[src/rtl/fir_mac_sequencer.sv]
// Time-multiplexed FIR: a single registered multiplier is stepped across all
// taps, one MAC pass of NTAPS+1 cycles per accepted sample, with valid/ready
// handshakes on both the sample input and the result output.
module fir_mac_sequencer #(
  parameter int NTAPS = 8,
  parameter int DW    = 16,
  parameter int CW    = 16,
  parameter int ACCW  = DW + CW + $clog2(NTAPS)
) (
  input  logic                     clk,
  input  logic                     rst_n,
  input  logic                     coeff_wr_en,
  input  logic [$clog2(NTAPS)-1:0] coeff_wr_addr,
  input  logic [CW-1:0]            coeff_wr_data,
  output logic                     coeff_wr_err,
  input  logic                     s_valid,
  output logic                     s_ready,
  input  logic [DW-1:0]            s_data,
  output logic                     m_valid,
  input  logic                     m_ready,
  output logic [ACCW-1:0]          m_data,
  output logic                     busy
);

  localparam int KW = $clog2(NTAPS);
  localparam int PW = DW + CW;
  localparam logic [KW-1:0] K_LAST = KW'(NTAPS - 1);

  typedef enum logic [1:0] {IDLE, MAC, DRAIN, OUT} state_t;

  state_t                 state_q, state_d;
  logic signed [CW-1:0]   coeff [NTAPS];
  logic signed [DW-1:0]   xline [NTAPS];
  logic signed [PW-1:0]   prod;
  logic signed [ACCW-1:0] acc;
  logic signed [ACCW-1:0] prod_ext;
  logic        [ACCW-1:0] result;
  logic        [KW-1:0]   k;
  logic                   wr_err_q;
  logic                   wr_ok;

  // The product register lags the tap index by one cycle, so the accumulator
  // always folds in the previous tap; DRAIN adds the final product.
  assign prod_ext = ACCW'(prod);

  // Coefficient writes are only safe while no pass is reading the file.
  always_comb begin
    wr_ok = coeff_wr_en && (state_q == IDLE) && (int'(coeff_wr_addr) < NTAPS);
  end

  // Sequencer state register.
  always_ff @(posedge clk or negedge rst_n) begin
    if (!rst_n) state_q <= IDLE;
    else        state_q <= state_d;
  end

  // Next-state and handshake/status outputs.
  always_comb begin
    state_d      = state_q;
    s_ready      = (state_q == IDLE) && rst_n;
    m_valid      = (state_q == OUT);
    busy         = (state_q != IDLE);
    m_data       = result;
    coeff_wr_err = wr_err_q;
    case (state_q)
      IDLE:    if (s_valid) state_d = MAC;
      MAC:     if (k == K_LAST) state_d = DRAIN;
      DRAIN:   state_d = OUT;
      OUT:     if (m_ready) state_d = IDLE;
      default: state_d = IDLE;
    endcase
  end

  // Coefficient file, delay line and MAC datapath.
  always_ff @(posedge clk or negedge rst_n) begin
    if (!rst_n) begin
      for (int unsigned i = 0; i < NTAPS; i++) begin
        coeff[i] <= '0;
        xline[i] <= '0;
      end
      prod     <= '0;
      acc      <= '0;
      k        <= '0;
      result   <= '0;
      wr_err_q <= 1'b0;
    end else begin
      wr_err_q <= coeff_wr_en && !wr_ok;
      if (wr_ok) coeff[coeff_wr_addr] <= coeff_wr_data;
      case (state_q)
        IDLE: begin
          if (s_valid) begin
            for (int unsigned i = 1; i < NTAPS; i++) xline[i] <= xline[i-1];
            xline[0] <= s_data;
            acc      <= '0;
            prod     <= '0;
            k        <= '0;
          end
        end
        MAC: begin
          prod <= PW'(coeff[k]) * PW'(xline[k]);
          acc  <= acc + prod_ext;
          k    <= k + KW'(1);
        end
        DRAIN: result <= acc + prod_ext;
        default: ;
      endcase
    end
  end

endmodule

[config.mk]
export PLATFORM = sky130hd
export DESIGN_NAME = fir_mac_sequencer
export DESIGN_NICKNAME = d
export VERILOG_FILES = /design/src/rtl/fir_mac_sequencer.sv
export SDC_FILE = /design/constraint.sdc
export NUM_CORES = 1
export LEC_CHECK = 0
export ABC_CLOCK_PERIOD_IN_PS = 14500
export CAP_MARGIN = 30
export CORE_MARGIN = 2
export CORE_UTILIZATION = 55
export CTS_BUF_LIST = sky130_fd_sc_hd__clkbuf_8
export CTS_CLUSTER_DIAMETER = 50
export DETAILED_ROUTE_END_ITERATION = 10
export GPL_TIMING_DRIVEN = 1
export PLACE_DENSITY = 0.72
export REMOVE_ABC_BUFFERS = 1
export SYNTH_ARGS = -nofsm -noshare
export SYNTH_HDL_FRONTEND = slang
export SYNTH_SLANG_ARGS = --single-unit
[constraint.sdc]
create_clock -name clk -period 14.5 [get_ports clk]
set_clock_uncertainty 0.2 [all_clocks]
set_input_delay 2.175 -clock clk [delete_from_list [all_inputs] [get_ports clk]]
set_output_delay 2.175 -clock clk [all_outputs]
set_load 0.05 [all_outputs]
==> results.toml <==
[run_status]
outcome = "finished clean"

[floorplanning]
initial_core_util_pct = 55.9
io_pins = 79
die_area_sq_mm = 0.0504
dieWidth_um = 224
die_y_um = 224
num_rows = 80
coreArea_sq_mm = 0.0478

[clock_tree]
h-tree-depth = 3
postCtsSetupBuffers = 0
max-clock-path-buffers = 3
clk_pin_slew_worst_paths_ps = 50
cts_tree = "built"
cts_made_buffers = 67
cts.hold.buffers_added = 0
clock-sinks = 364
post_cts_resized = 0
clk_latency_ps = 660
clock-root-buffer = "clkbuf_8"

[synth]
synth_edf_count = 0
synth-main-ff-cell = "dfrtp_1"
yosysUniqueCellTypes = 72
synth_xor_area_share_pct = 1.90
synth_top_family_by_area = "adder cells"
syn_area_sq_mm = 0.0267
yosysTopAreaCell = "dfrtp_1"
async_flop_share_pct = 100
synth_cells = 2301
synth_top_area_share_pct = 34.1
yosys.area_share.simple_pct = 6.73
synth_compound_area_share_pct = 6.82
synth_mux_area_share_pct = 19.2
ys_seq_area_share_pct = 34.1
yosys_warnings = 0
syn_avg_cell_area_sq_um = 11.6
synth_fa_ha_area_share_pct = 25.4
synth-seq-cells = 364
synthTopCellsByArea = "dfrtp_1 34%, fa_1 20%, mux2_2 13%"

[timing]
max_slew.worst_pin.slew_ps = 1080
fin_ws_ps = 5450
fmax_mhz = 111
hold_ws_ps = 281
final-setup-viol-count = 0
slew_viol_final = 0
hold_violations = 0
rsz0062_at_grt = "no"
slew_headroom_pct = 26.6
period_minus_slack_ps = 9050
tns_ps = 0
fin_crit_sh_pct = 62.4

[finish]
nets = 2828
drive_gt1_share_pct = 22.2
num_antenna_cells = 0
final_cell_area_sq_mm = 0.0298
areaGrowthSynthToFinish_pct = 11.6

[global_route]
grt_pass1_wl_um = 99200
overflow = 0
grt_max_degree = 80
grt_pass1_vias = 19000
track_usage_pct = 24.9
antenna_found_initial = 1

[setup_path]
cp_max_fo = 35
cp.arrival_ps = 9340
r2r-start = "k[0]$_DFFE_PN0P_"
endpoint_kind = "flip-flop"
crit_type = "reg2reg"
critPathRequiredTime_ps = 14790
crit_path_start_kind = "flip-flop"
crit_path_start = "k[0]$_DFFE_PN0P_"

[route]
wl_per_cell_um = 19.3
drt_iter0_markers = 1174
vias = 17400
final_antenna_net_count = 0
viasPerCell = 5.68
firstDrtPassIters = 6
drcViolationCount = 0
wl_um = 59200

[hold_path]
min_from = "acc[31]$_DFFE_PN0P_"
min_path_type = "reg2reg"

[run]
maxCapViolCount = 0

[placement]
pre_cts_slack_ps = 5580
post-dp-hpwl_um = 43800
gp_congestion = 0.947
port_buffers = 78
placed_area_sq_mm = 0.0284
==> cell usage in the layout, fill, tap and decap left out, types with 13 or more instances in the layout <==
cell,synthesis,layout
a22o_1,36,36
fa_1,263,263
a21oi_1,53,53
dfrtp_1,364,361
buf_4,0,32
xnor2_1,42,42
clkbuf_8,0,82
mux4_2,64,64
inv_1,329,346
clkdlybuf4s50_1,0,77
a21o_1,25,25
nor3_1,13,13
nand2_1,169,168
mux2i_1,27,24
nor2_1,176,170
xor2_1,14,14
mux2_2,305,305
o21ai_0,50,50
ha_1,122,121
nand3_1,15,15
==> routing by layer <==
| metal | track usage (%) | share of wire [%] | wire [um] | vias to the layer above |
|---|---|---|---|---|
| met4 | 8.46 | 2.7 | 1590 | 2 |
| met5 | 0 | 0.022 | 13 | - |
| met3 | 4.77 | 5.0 | 2960 | 115 |
| met1 | 33.4 | 44 | 26200 | 8892 |
| li1 | - | - | - | 7916 |
| met2 | 41.1 | 48 | 28400 | 493 |
==> kinds of logic (layout without fill, tap and decap cells) <==
group                    count (synthesis)  count (layout)
AO/OA/AOI/OAI                          258             258
XOR/XNOR                                57              57
adder cells (fa/ha/maj)                385             385
buffers and inverters                  413             566
flip-flops                             364             364
multiplexers                           396             396
AND/OR/NAND/NOR                        428             428
==> synth_stat cells (12+ instances only) <==
cell type,instances
dfrtp_1,364
inv_1,329
mux2_2,305
fa_1,263
nor2_1,176
nand2_1,169
ha_1,122
clkbuf_1,65
mux4_2,64
a21oi_1,53
o21ai_0,50
xnor2_1,42
a22o_1,36
mux2i_1,27
a21o_1,25
nand3_1,15
xor2_1,14
nor3_1,13
o21bai_1,12
==> cell type report <==
cell class                      count  area (sq um)
Sequential cell                   364          9110
Timing Repair Buffer              116          1130
Multi-Input combinational cell   1524         16100
Clock inverter                     38           342
Fill cell                        3757         18000
Tap cell                          615           769
Clock buffer                       82          1130
Inverter                          330          1240
==> worst max-delay path, stage by stage, from the launching register on <==
cell and delay, ps:
dfrtp_4 870, buf_4 690, mux4_2 610, mux2i_1 790, nor2_1 160, fa_1 540, inv_1 50, fa_1 460
fa_1 520, inv_1 60, fa_1 450, fa_1 520, inv_1 50, fa_1 480, inv_1 40, ha_1 360
and3_1 200, nand3_1 120, a2111oi_1 610, o21ai_0 320, o2111ai_1 190, o211a_1 230, o41ai_2 80, xnor2_1 150
o21ai_1 80
==> metrics by stage <==
stage	std cells	utilization (%)
after floorplan	2218	-
after global placement	2934	58.9
after detailed placement	2949	59.3
after CTS	3069	62.4
after global routing	3069	62.4
final	3069	62.4
==> final timing paths <==
path	to	slack, ps	cells past startpoint
min	acc[31]$_DFFE_PN0P_	280	2
max in group asynchronous	coeff[95]$_DFFE_PN0P_	10050	4
min reg2reg	acc[31]$_DFFE_PN0P_	280	2
min in group asynchronous	xline[41]$_DFFE_PN0P_	1240	1
max reg2reg	prod[31]$_DFFE_PN0P_	5450	24
max	prod[31]$_DFFE_PN0P_	5450	24
==> registers in the layout, summed over array words and instances, names as in the netlist <==
signal and count:
coeff 128, xline 128, acc 35, m_data 35
prod 32, k 3, state_q 2, coeff_wr_err 1
Power is not shown: default switching activity piles up to over one toggle a cycle in this logic, so the estimate is an artifact.
